<file path="config.mk">
export PLATFORM = sky130hd
export DESIGN_NAME = dl_decode_queue
export DESIGN_NICKNAME = d
export VERILOG_FILES = /design/src/rtl/dl_decode_queue.sv
export SDC_FILE = /design/constraint.sdc
export NUM_CORES = 1
export LEC_CHECK = 0
export ABC_AREA = 0
export ABC_CLOCK_PERIOD_IN_PS = 3100
export CAP_MARGIN = 25
export CORE_MARGIN = 3
export CORE_UTILIZATION = 52
export DETAILED_ROUTE_END_ITERATION = 10
export PLACE_DENSITY = 0.8
export SYNTH_ARGS = -nofsm -noshare
export SYNTH_HDL_FRONTEND = slang
export SYNTH_SLANG_ARGS = --single-unit
</file>
<file path="constraint.sdc">
create_clock -name clk -period 3.1 [get_ports clk]
set_clock_uncertainty 0.15 [all_clocks]
set_input_delay 0.62 -clock clk [delete_from_list [all_inputs] [get_ports clk]]
set_output_delay 0.62 -clock clk [all_outputs]
set_load 0.05 [all_outputs]
</file>
<file path="src/rtl/dl_decode_queue.sv">
`default_nettype none
// ============================================================================
//  Module   : dl_decode_queue
//  Brief    : DLFloat16 instruction decoder followed by a small FIFO of
//             decoded entries (ready/valid on both sides, flush, 1-cycle
//             latency from push to head).
//  Revision : 1.0  initial release
// ============================================================================
module dl_decode_queue #(
   parameter int       DEPTH   = 4,
   parameter bit [6:0] OPC_FP  = 7'b1011011,
   parameter bit [6:0] OPC_FMA = 7'b1000011,
   parameter bit [6:0] OPC_FMS = 7'b1000111
) (
   input  logic                     clk,
   input  logic                     rst_n,
   input  logic [31:0]              instr,
   input  logic                     in_valid,
   input  logic                     out_ready,
   input  logic                     flush,
   output logic                     in_ready,
   output logic                     out_valid,
   output logic [3:0]               ena,
   output logic [2:0]               rm,
   output logic [1:0]               sel1,
   output logic [2:0]               sel2,
   output logic                     op,
   output logic                     illegal,
   output logic [$clog2(DEPTH):0]   count
);

   localparam int c_AW = $clog2(DEPTH);
   localparam int c_CW = c_AW + 1;
   localparam int c_EW = 14;   // ena(4) rm(3) sel1(2) sel2(3) op(1) illegal(1)

   // fun5 codes of the FP opcode space
   localparam logic [4:0] c_F_ADD  = 5'b00000;
   localparam logic [4:0] c_F_SUB  = 5'b00001;
   localparam logic [4:0] c_F_MUL  = 5'b00010;
   localparam logic [4:0] c_F_DIV  = 5'b00011;
   localparam logic [4:0] c_F_SQRT = 5'b01011;
   localparam logic [4:0] c_F_CVA  = 5'b01000;
   localparam logic [4:0] c_F_CVB  = 5'b01001;
   localparam logic [4:0] c_F_CMP  = 5'b00100;
   localparam logic [4:0] c_F_MM   = 5'b00101;
   localparam logic [4:0] c_F_CLS  = 5'b10100;

   localparam logic [c_CW-1:0] c_FULL = c_CW'(DEPTH);

   // ------------------------------------------------------------------------
   // Decode
   // ------------------------------------------------------------------------
   logic [4:0] w_fun5;
   logic [2:0] w_rm;
   logic [6:0] w_opc;
   logic [3:0] w_ena;
   logic [1:0] w_sel1;
   logic [2:0] w_sel2;
   logic       w_op;
   logic       w_ill;
   logic       w_unused_bits;

   assign w_fun5        = instr[31:27];
   assign w_rm          = instr[14:12];
   assign w_opc         = instr[6:0];
   // Register-address fields play no part in unit selection
   assign w_unused_bits = ^{instr[26:15], instr[11:7]};

   // Combinational decode of the incoming word; anything unmatched is illegal
   always_comb begin
      w_ena  = 4'd0;
      w_sel1 = 2'b00;
      w_sel2 = 3'b000;
      w_op   = 1'b0;
      w_ill  = 1'b0;
      if (w_opc == OPC_FMA) begin
         w_ena = 4'd9;
      end else if (w_opc == OPC_FMS) begin
         w_ena = 4'd9;
         w_op  = 1'b1;
      end else if (w_opc == OPC_FP) begin
         case (w_fun5)
            c_F_ADD:  w_ena = 4'd1;
            c_F_SUB:  begin w_ena = 4'd1; w_op = 1'b1; end
            c_F_MUL:  w_ena = 4'd2;
            c_F_DIV:  w_ena = 4'd3;
            c_F_SQRT: w_ena = 4'd4;
            c_F_CVA:  w_ena = 4'd7;
            c_F_CVB:  w_ena = 4'd8;
            c_F_CMP: begin
               case (w_rm)
                  3'b000:  begin w_ena = 4'd5; w_sel1 = 2'b01; end
                  3'b001:  begin w_ena = 4'd5; w_sel1 = 2'b10; end
                  3'b010:  begin w_ena = 4'd5; w_sel1 = 2'b11; end
                  default: w_ill = 1'b1;
               endcase
            end
            c_F_MM: begin
               case (w_rm)
                  3'b000:  begin w_ena = 4'd6; w_sel2 = 3'b001; end
                  3'b001:  begin w_ena = 4'd6; w_sel2 = 3'b010; end
                  default: w_ill = 1'b1;
               endcase
            end
            c_F_CLS: begin
               case (w_rm)
                  3'b010:  begin w_ena = 4'd6; w_sel2 = 3'b011; end
                  3'b001:  begin w_ena = 4'd6; w_sel2 = 3'b100; end
                  3'b000:  begin w_ena = 4'd6; w_sel2 = 3'b101; end
                  default: w_ill = 1'b1;
               endcase
            end
            default: w_ill = 1'b1;
         endcase
      end else begin
         w_ill = 1'b1;
      end
   end

   logic [c_EW-1:0] w_entry;
   assign w_entry = {w_ena, w_rm, w_sel1, w_sel2, w_op, w_ill};

   // ------------------------------------------------------------------------
   // Queue
   // ------------------------------------------------------------------------
   logic [c_EW-1:0] r_mem [0:DEPTH-1];
   logic [c_AW-1:0] r_wr_ptr;
   logic [c_AW-1:0] r_rd_ptr;
   logic [c_CW-1:0] r_count;
   logic            w_push;
   logic            w_pop;
   logic [c_EW-1:0] w_head;

   // in_ready deliberately ignores out_ready: a full queue never takes a
   // word even if the head leaves in the same cycle.
   assign in_ready  = (r_count != c_FULL);
   assign out_valid = (r_count != '0);
   assign w_push    = in_valid & in_ready;
   assign w_pop     = out_valid & out_ready;

   // Storage write; flush drops the push so nothing is written
   always_ff @(posedge clk) begin
      if (rst_n && !flush && w_push) begin
         r_mem[r_wr_ptr] <= w_entry;
      end
   end

   // Pointer and occupancy bookkeeping; reset beats flush beats traffic
   always_ff @(posedge clk) begin
      if (!rst_n) begin
         r_wr_ptr <= '0;
         r_rd_ptr <= '0;
         r_count  <= '0;
      end else if (flush) begin
         r_wr_ptr <= '0;
         r_rd_ptr <= '0;
         r_count  <= '0;
      end else begin
         if (w_push) begin
            r_wr_ptr <= r_wr_ptr + c_AW'(1);
         end
         if (w_pop) begin
            r_rd_ptr <= r_rd_ptr + c_AW'(1);
         end
         if (w_push && !w_pop) begin
            r_count <= r_count + c_CW'(1);
         end else if (!w_push && w_pop) begin
            r_count <= r_count - c_CW'(1);
         end
      end
   end

   // Head fields are forced to zero whenever the queue is empty
   assign w_head  = out_valid ? r_mem[r_rd_ptr] : '0;
   assign ena     = w_head[13:10];
   assign rm      = w_head[9:7];
   assign sel1    = w_head[6:5];
   assign sel2    = w_head[4:2];
   assign op      = w_head[1];
   assign illegal = w_head[0];
   assign count   = r_count;

endmodule
`default_nettype wire

</file>
==> flow_summary.yaml, run 1 <==
cells_and_area:
  stdcell_count: 319
  fillers: 389
  fin_util_pct: 67.59
  fin_nets: 287
  final_cell_mix: "edfxtp_1 (56), clkdlybuf4s50_1 (24), buf_4 (21)"
  areaGrowthSynthToFinish_pct: 21.67
  final_common_cell: "edfxtp_1"
  antenna_cells: 0
  layout-drive-gt1-share_pct: 18.88
worst_setup_path:
  end_kind: "primary output"
  cpPeakStageDelay_ns: 0.90
  crit_cells: 2
  critPathLaunchType: "register"
  arrival_ns: 2.12
  worst-path-buf-inv: 1
  cp_max_fo: 17
  reg2regPathDepth: 8
  path_delay_family: "buffers and inverters"
  crit_path_top_delay_cell: "clkdlybuf4s50_1"
  critPathRequiredTime_ns: 2.33
  crit_chain: "or3_1 > clkdlybuf4s50_1"
  critical_path_class: "reg2out"
floorplan:
  ios: 56
  rows: 26
  core_sq_um: 5270
  dieArea_sq_um: 6567
  dieHeight_um: 81.04
  initial_core_util_pct: 55.56
  die_w_um: 81.04
power:
  worst_ir_drop_vdd_v: 0.0003096
  p_seq_share_pct: 49.2
  share_clk_of_total_power_pct: 35.4
  power_w: 0.001960
  power.density_nw_per_um2: 550.2
  netSwitchingPower_w: 0.0004872
  switching_share_pct: 24.86
  internal_power_w: 0.001473
  p_leak_nw: 1.262
  comb_power_share_pct: 15.4
worst_hold_path:
  whs_path_depth: 2
  min_path_type: "reg2reg"
logic_synthesis:
  synth_area_sq_um: 2928
  synth_warnings: 0
  synth.top_cell.area_share_pct: 57.44
  syn_inst: 199
  synth.distinct_cells: 39
  avgSynthCellArea_sq_um: 14.71
  synth_edf_count: 56
  synth_ff_type: "edfxtp_1"
  syn_nets: 242
  synth-seq-cells: 65
  synth-seq-area-share_pct: 63.59
  yosysTopAreaCell: "edfxtp_1"
  yosys-top-cells-area: "edfxtp_1 (57%), mux4_2 (7.7%), dfxtp_1 (6.2%), and2_1 (3.8%), mux4_1 (3.6%)"
  synthArstFlopShare_pct: 0
grt:
  grt_max_degree: 18
  antenna_found_initial: 0
  overflow: 0
  grt_pass1_vias: 1724
  grt_pass1_wl_mm: 8.576
  track_usage_pct: 18.07
cts:
  cts.sinks: 65
  tritoncts: "built"
  cts.path.max_buffers: 2
  holdBufCountCts: 0
  cts-root-buf: "clkbuf_8"
  path_clk_slew_ns: 0.07
  ctsResizeCount: 0
  h-tree-depth: 3
  cts_made_buffers: 9
  clock_latency_ns: 0.32
  postCtsSetupBuffers: 0
sta:
  relSlewSlack_pct: 50.75
  rsz0062_at_grt: "no"
  whs_ns: 0.3795
  finalSetupTns_ns: 0
  timing.final.crit_period_ns: 2.894
  worst_pin_slew_ns: 0.7285
  drv_slew: 0
  finalSetupViolations: 0
  timing.fmax_mhz: 345.6
  hold_viol: 0
  fin_crit_sh_pct: 93.34
routing:
  viasPerCell: 5.599
  ant_nets: 0
  drc: 0
  firstDrtPassIters: 4
  wl_per_cell_um: 17.06
  vias: 1786
  drtIter0Drc: 124
  routed_wl_mm: 5.442
place:
  io_buffers: 38
  routabilityCongestion: 0.7960
  dp_hpwl_mm: 3.702
  placed_cells: 303
run:
  cap_viol_max_count: 0
run_status:
  status: "finished, final reports clean"
metrics by stage:
step,setup WS (ns),area (sq um)
2_1_floorplan,0.1570,2928
3_3_place_gp,0.4208,3359
3_5_place_dp,0.2787,3359
4_1_cts,0.1406,3562
5_1_grt,0.08275,3562
6_report,0.2064,3562
logic make-up after synthesis:
| group | Yosys count | synth area share [%] |
|---|---|---|
| and+or+nand+nor | 63 | 11.20 |
| adders and majority gates | 6 | 2.821 |
| buffers and inverters | 20 | 3.547 |
| DFF | 65 | 63.59 |
| xor gates and xnor gates | 7 | 2.094 |
| muxes | 16 | 12.01 |
| AOI/OAI and AO/OA | 22 | 4.744 |
area by class of cell:
type	count	area, sq um	share of cell area [%]
inverter	8	30.03	0.8430
clock inverter	1	5.005	0.1405
timing repair buffer	46	417.9	11.73
clock buffer	15	197.7	5.550
multi-input combinational	114	962.2	27.01
tap	70	87.58	2.459
sequential	65	1862	52.27
flip-flops by register name (all words and copies together), names as in the netlist, named ones only:
signal / count
count: 3
r_rd_ptr: 2
r_mem: 56
r_wr_ptr: 2
routing by layer:
| metal | track usage [%] | share of wire (%) |
|---|---|---|
| met1 | 24.24 | 42 |
| met2 | 28.65 | 51 |
| met3 | 3.104 | 6.0 |
| met4 | 8.953 | 1.4 |
| met5 | 0 | 0 |
synth_stat cells, drive strengths merged, types with 2 or more instances:
| cell type | n |
|---|---|
| and2 | 18 |
| or3 | 2 |
| buf | 6 |
| a22oi | 2 |
| xor2 | 4 |
| mux4 | 14 |
| ha | 5 |
| inv | 8 |
| a21oi | 7 |
| dfxtp | 9 |
| nand3 | 3 |
| o21ai | 5 |
| nand2 | 9 |
| nor2 | 19 |
| nor4 | 2 |
| clkbuf | 6 |
| nand2b | 4 |
| xnor2 | 3 |
| edfxtp | 56 |
worst reg2reg max path, cell delays in order, from the launching register on:
cell,delay (ns)
dfxtp_1,0.35
or3_1,0.63
nand2_1,0.21
ha_1,0.19
inv_1,0.06
fa_1,0.37
xor2_1,0.16
or3_1,0.31
a21oi_1,0.14
worst paths after layout:
check / startpoint / end / slack, ns
setup / recovery: count[0] / out_valid / 0.21
hold / removal: r_wr_ptr[1] / r_wr_ptr[1] / 0.38
setup reg to reg: count[1] / count[2] / 0.47
hold reg to reg: r_wr_ptr[1] / r_wr_ptr[1] / 0.38
power by group through the flow:
stage          combinational (W)  clock [W]  sequential (W)
3_3_place_gp            0.000296          0        0.000982
2_1_floorplan           0.000194          0        0.000994
6_report                0.000301   0.000695        0.000964
3_5_place_dp            0.000303          0        0.000984
4_1_cts                 0.000304   0.000704        0.000965
5_1_grt                 0.000321   0.000737        0.000966
No activity file was read; power rests on OpenSTA's default activity.
==> run 2: changes to the inputs <==
--- a/config.mk
+++ b/config.mk
@@ -8,10 +8,9 @@
 export ABC_AREA = 0
 export ABC_CLOCK_PERIOD_IN_PS = 3100
 export CAP_MARGIN = 25
-export CORE_MARGIN = 3
-export CORE_UTILIZATION = 52
+export CORE_UTILIZATION = 45
 export DETAILED_ROUTE_END_ITERATION = 10
-export PLACE_DENSITY = 0.8
+export PLACE_DENSITY = 0.71
 export SYNTH_ARGS = -nofsm -noshare
 export SYNTH_HDL_FRONTEND = slang
 export SYNTH_SLANG_ARGS = --single-unit
==> flow_summary.yaml, run 2 (same netlist as run 1, synthesis figures left out) <==
grt:
  track_usage_pct: 16.82
  top_usage_layer: "met2"
  grtUsageMet1_pct: 23.06
  overflow: 0
  grt_max_degree: 15
  antenna_found_initial: 0
  grt_pass1_vias: 1519
  grt_pass1_wl_mm: 7.900
  grtUsageMet3_pct: 5.275
  grtUsageMet2_pct: 24.59
sta:
  fin_crit_sh_pct: 90.95
  relSlewSlack_pct: 55.92
  drv_slew: 0
  timing.fmax_mhz: 354.7
  finalSetupTns_ns: 0
  timing.final.crit_period_ns: 2.819
  worst_pin_slew_ns: 0.6603
  worst_slack_ns: 0.2806
  finalSetupViolations: 0
  hold_viol: 0
  rsz0062_at_grt: "no"
cells_and_area:
  final_common_cell: "edfxtp_1"
  areaGrowthSynthToFinish_pct: 20.17
  regMostFlops: "r_mem"
  antenna_cells: 0
  largest_reg_flops: 56
  final_cell_mix: "edfxtp_1 (56), clkdlybuf4s50_1 (24), buf_4 (23)"
  fin_nets: 288
  layout-drive-gt1-share_pct: 18.80
routing:
  wl_per_cell_um: 15.44
  viasPerCell: 5.092
  firstDrtPassIters: 4
  routed_wl_mm: 5.050
  vias: 1665
  drtIter0Drc: 70
  drc: 0
  ant_nets: 0
power:
  power.density_nw_per_um2: 524.2
  worst_ir_drop_vdd_v: 0.0002921
  p_leak_nw: 1.244
worst_setup_path:
  reg2regPathDepth: 8
  critPathRequiredTime_ns: 2.33
  cp_max_fo: 8
  critical_path_class: "reg2out"
  r2r-end: "count[2]"
  critPathLaunchType: "register"
  regToRegStartpoint: "count[1]"
  end_kind: "primary output"
  r2r_slack_ns: 0.60
  arrival_ns: 2.05
floorplan:
  initial_core_util_pct: 46.37
  rows: 29
  core_sq_um: 6314
  die_w_um: 82.66
  dieHeight_um: 82.66
  ios: 56
  dieArea_sq_um: 6833
cts:
  clock_latency_ns: 0.33
  ctsResizeCount: 0
  cts-root-buf: "clkbuf_8"
  cts.sinks: 65
  tritoncts: "built"
  holdBufCountCts: 0
  h-tree-depth: 3
  cts_made_buffers: 9
  path_clk_slew_ns: 0.06
  cts.path.max_buffers: 2
  postCtsSetupBuffers: 0
place:
  io_buffers: 38
  routabilityCongestion: 0.8244
  dp_hpwl_mm: 3.416
  dp_slack_ns: 0.3594
worst_hold_path:
  whs_path_depth: 2
  min_path_type: "reg2reg"
  min_to: "r_wr_ptr[1]"
  min_from: "r_wr_ptr[1]"
run_status:
  status: "finished, final reports clean"
run:
  cap_viol_max_count: 0
==> run 2: cell type report <==
cell class / count / area, sq um
fillers: 537 / 2795
flip-flops and latches: 65 / 1862
multi-input cells: 114 / 962.2
repair buffers: 47 / 412.9
clock buffers: 12 / 135.1
well taps: 77 / 96.34
inverters: 8 / 30.03
clock inverters: 4 / 20.02
==> run 2: per-stage QoR <==
stage	util, %	total power (W)	instances	instance area (sq um)	hold slack (ns)
6_report	55.73	0.001844	327	3518	0.3626
5_1_grt	55.73	0.001923	327	3518	0.4123
4_1_cts	55.73	0.001866	327	3518	0.3634
3_5_place_dp	53.27	0.001290	311	3363	0.3538
3_3_place_gp	53.27	0.001286	311	3363	0.3517
2_1_floorplan	-	0.001188	199	2928	0.3192
==> run 2: metal layers <==
metal | share of wire [%] | vias to the layer above
met5 | 0 | -
met4 | 0.46 | 0
met3 | 5.4 | 2
met2 | 48 | 51
met1 | 46 | 775
li1 | - | 837
==> run 2: worst max-delay path by stage <==
stage                        to  slack [ns]
floorplan                ena[0]        0.16
global placement       count[2]        0.41
detailed placement  r_mem[2][4]        0.36
CTS                     sel2[2]        0.22
global route            sel2[2]        0.18
finish                  sel2[2]        0.28
==> run 2: where the power goes <==
part	internal, W	switching [W]	total, W
clock network	0.000285	0.000292	0.000577
logic	0.000117	0.000187	0.000303
registers	0.000953	0.0000107	0.000964
total	0.00136	0.000489	0.00184
==> run 2: critical path, stage by stage, from the launching register on <==
cell     delay [ns]
dfxtp_1        0.55
buf_4          0.29
mux4_2         0.52
and2_1         0.18
buf_4          0.19
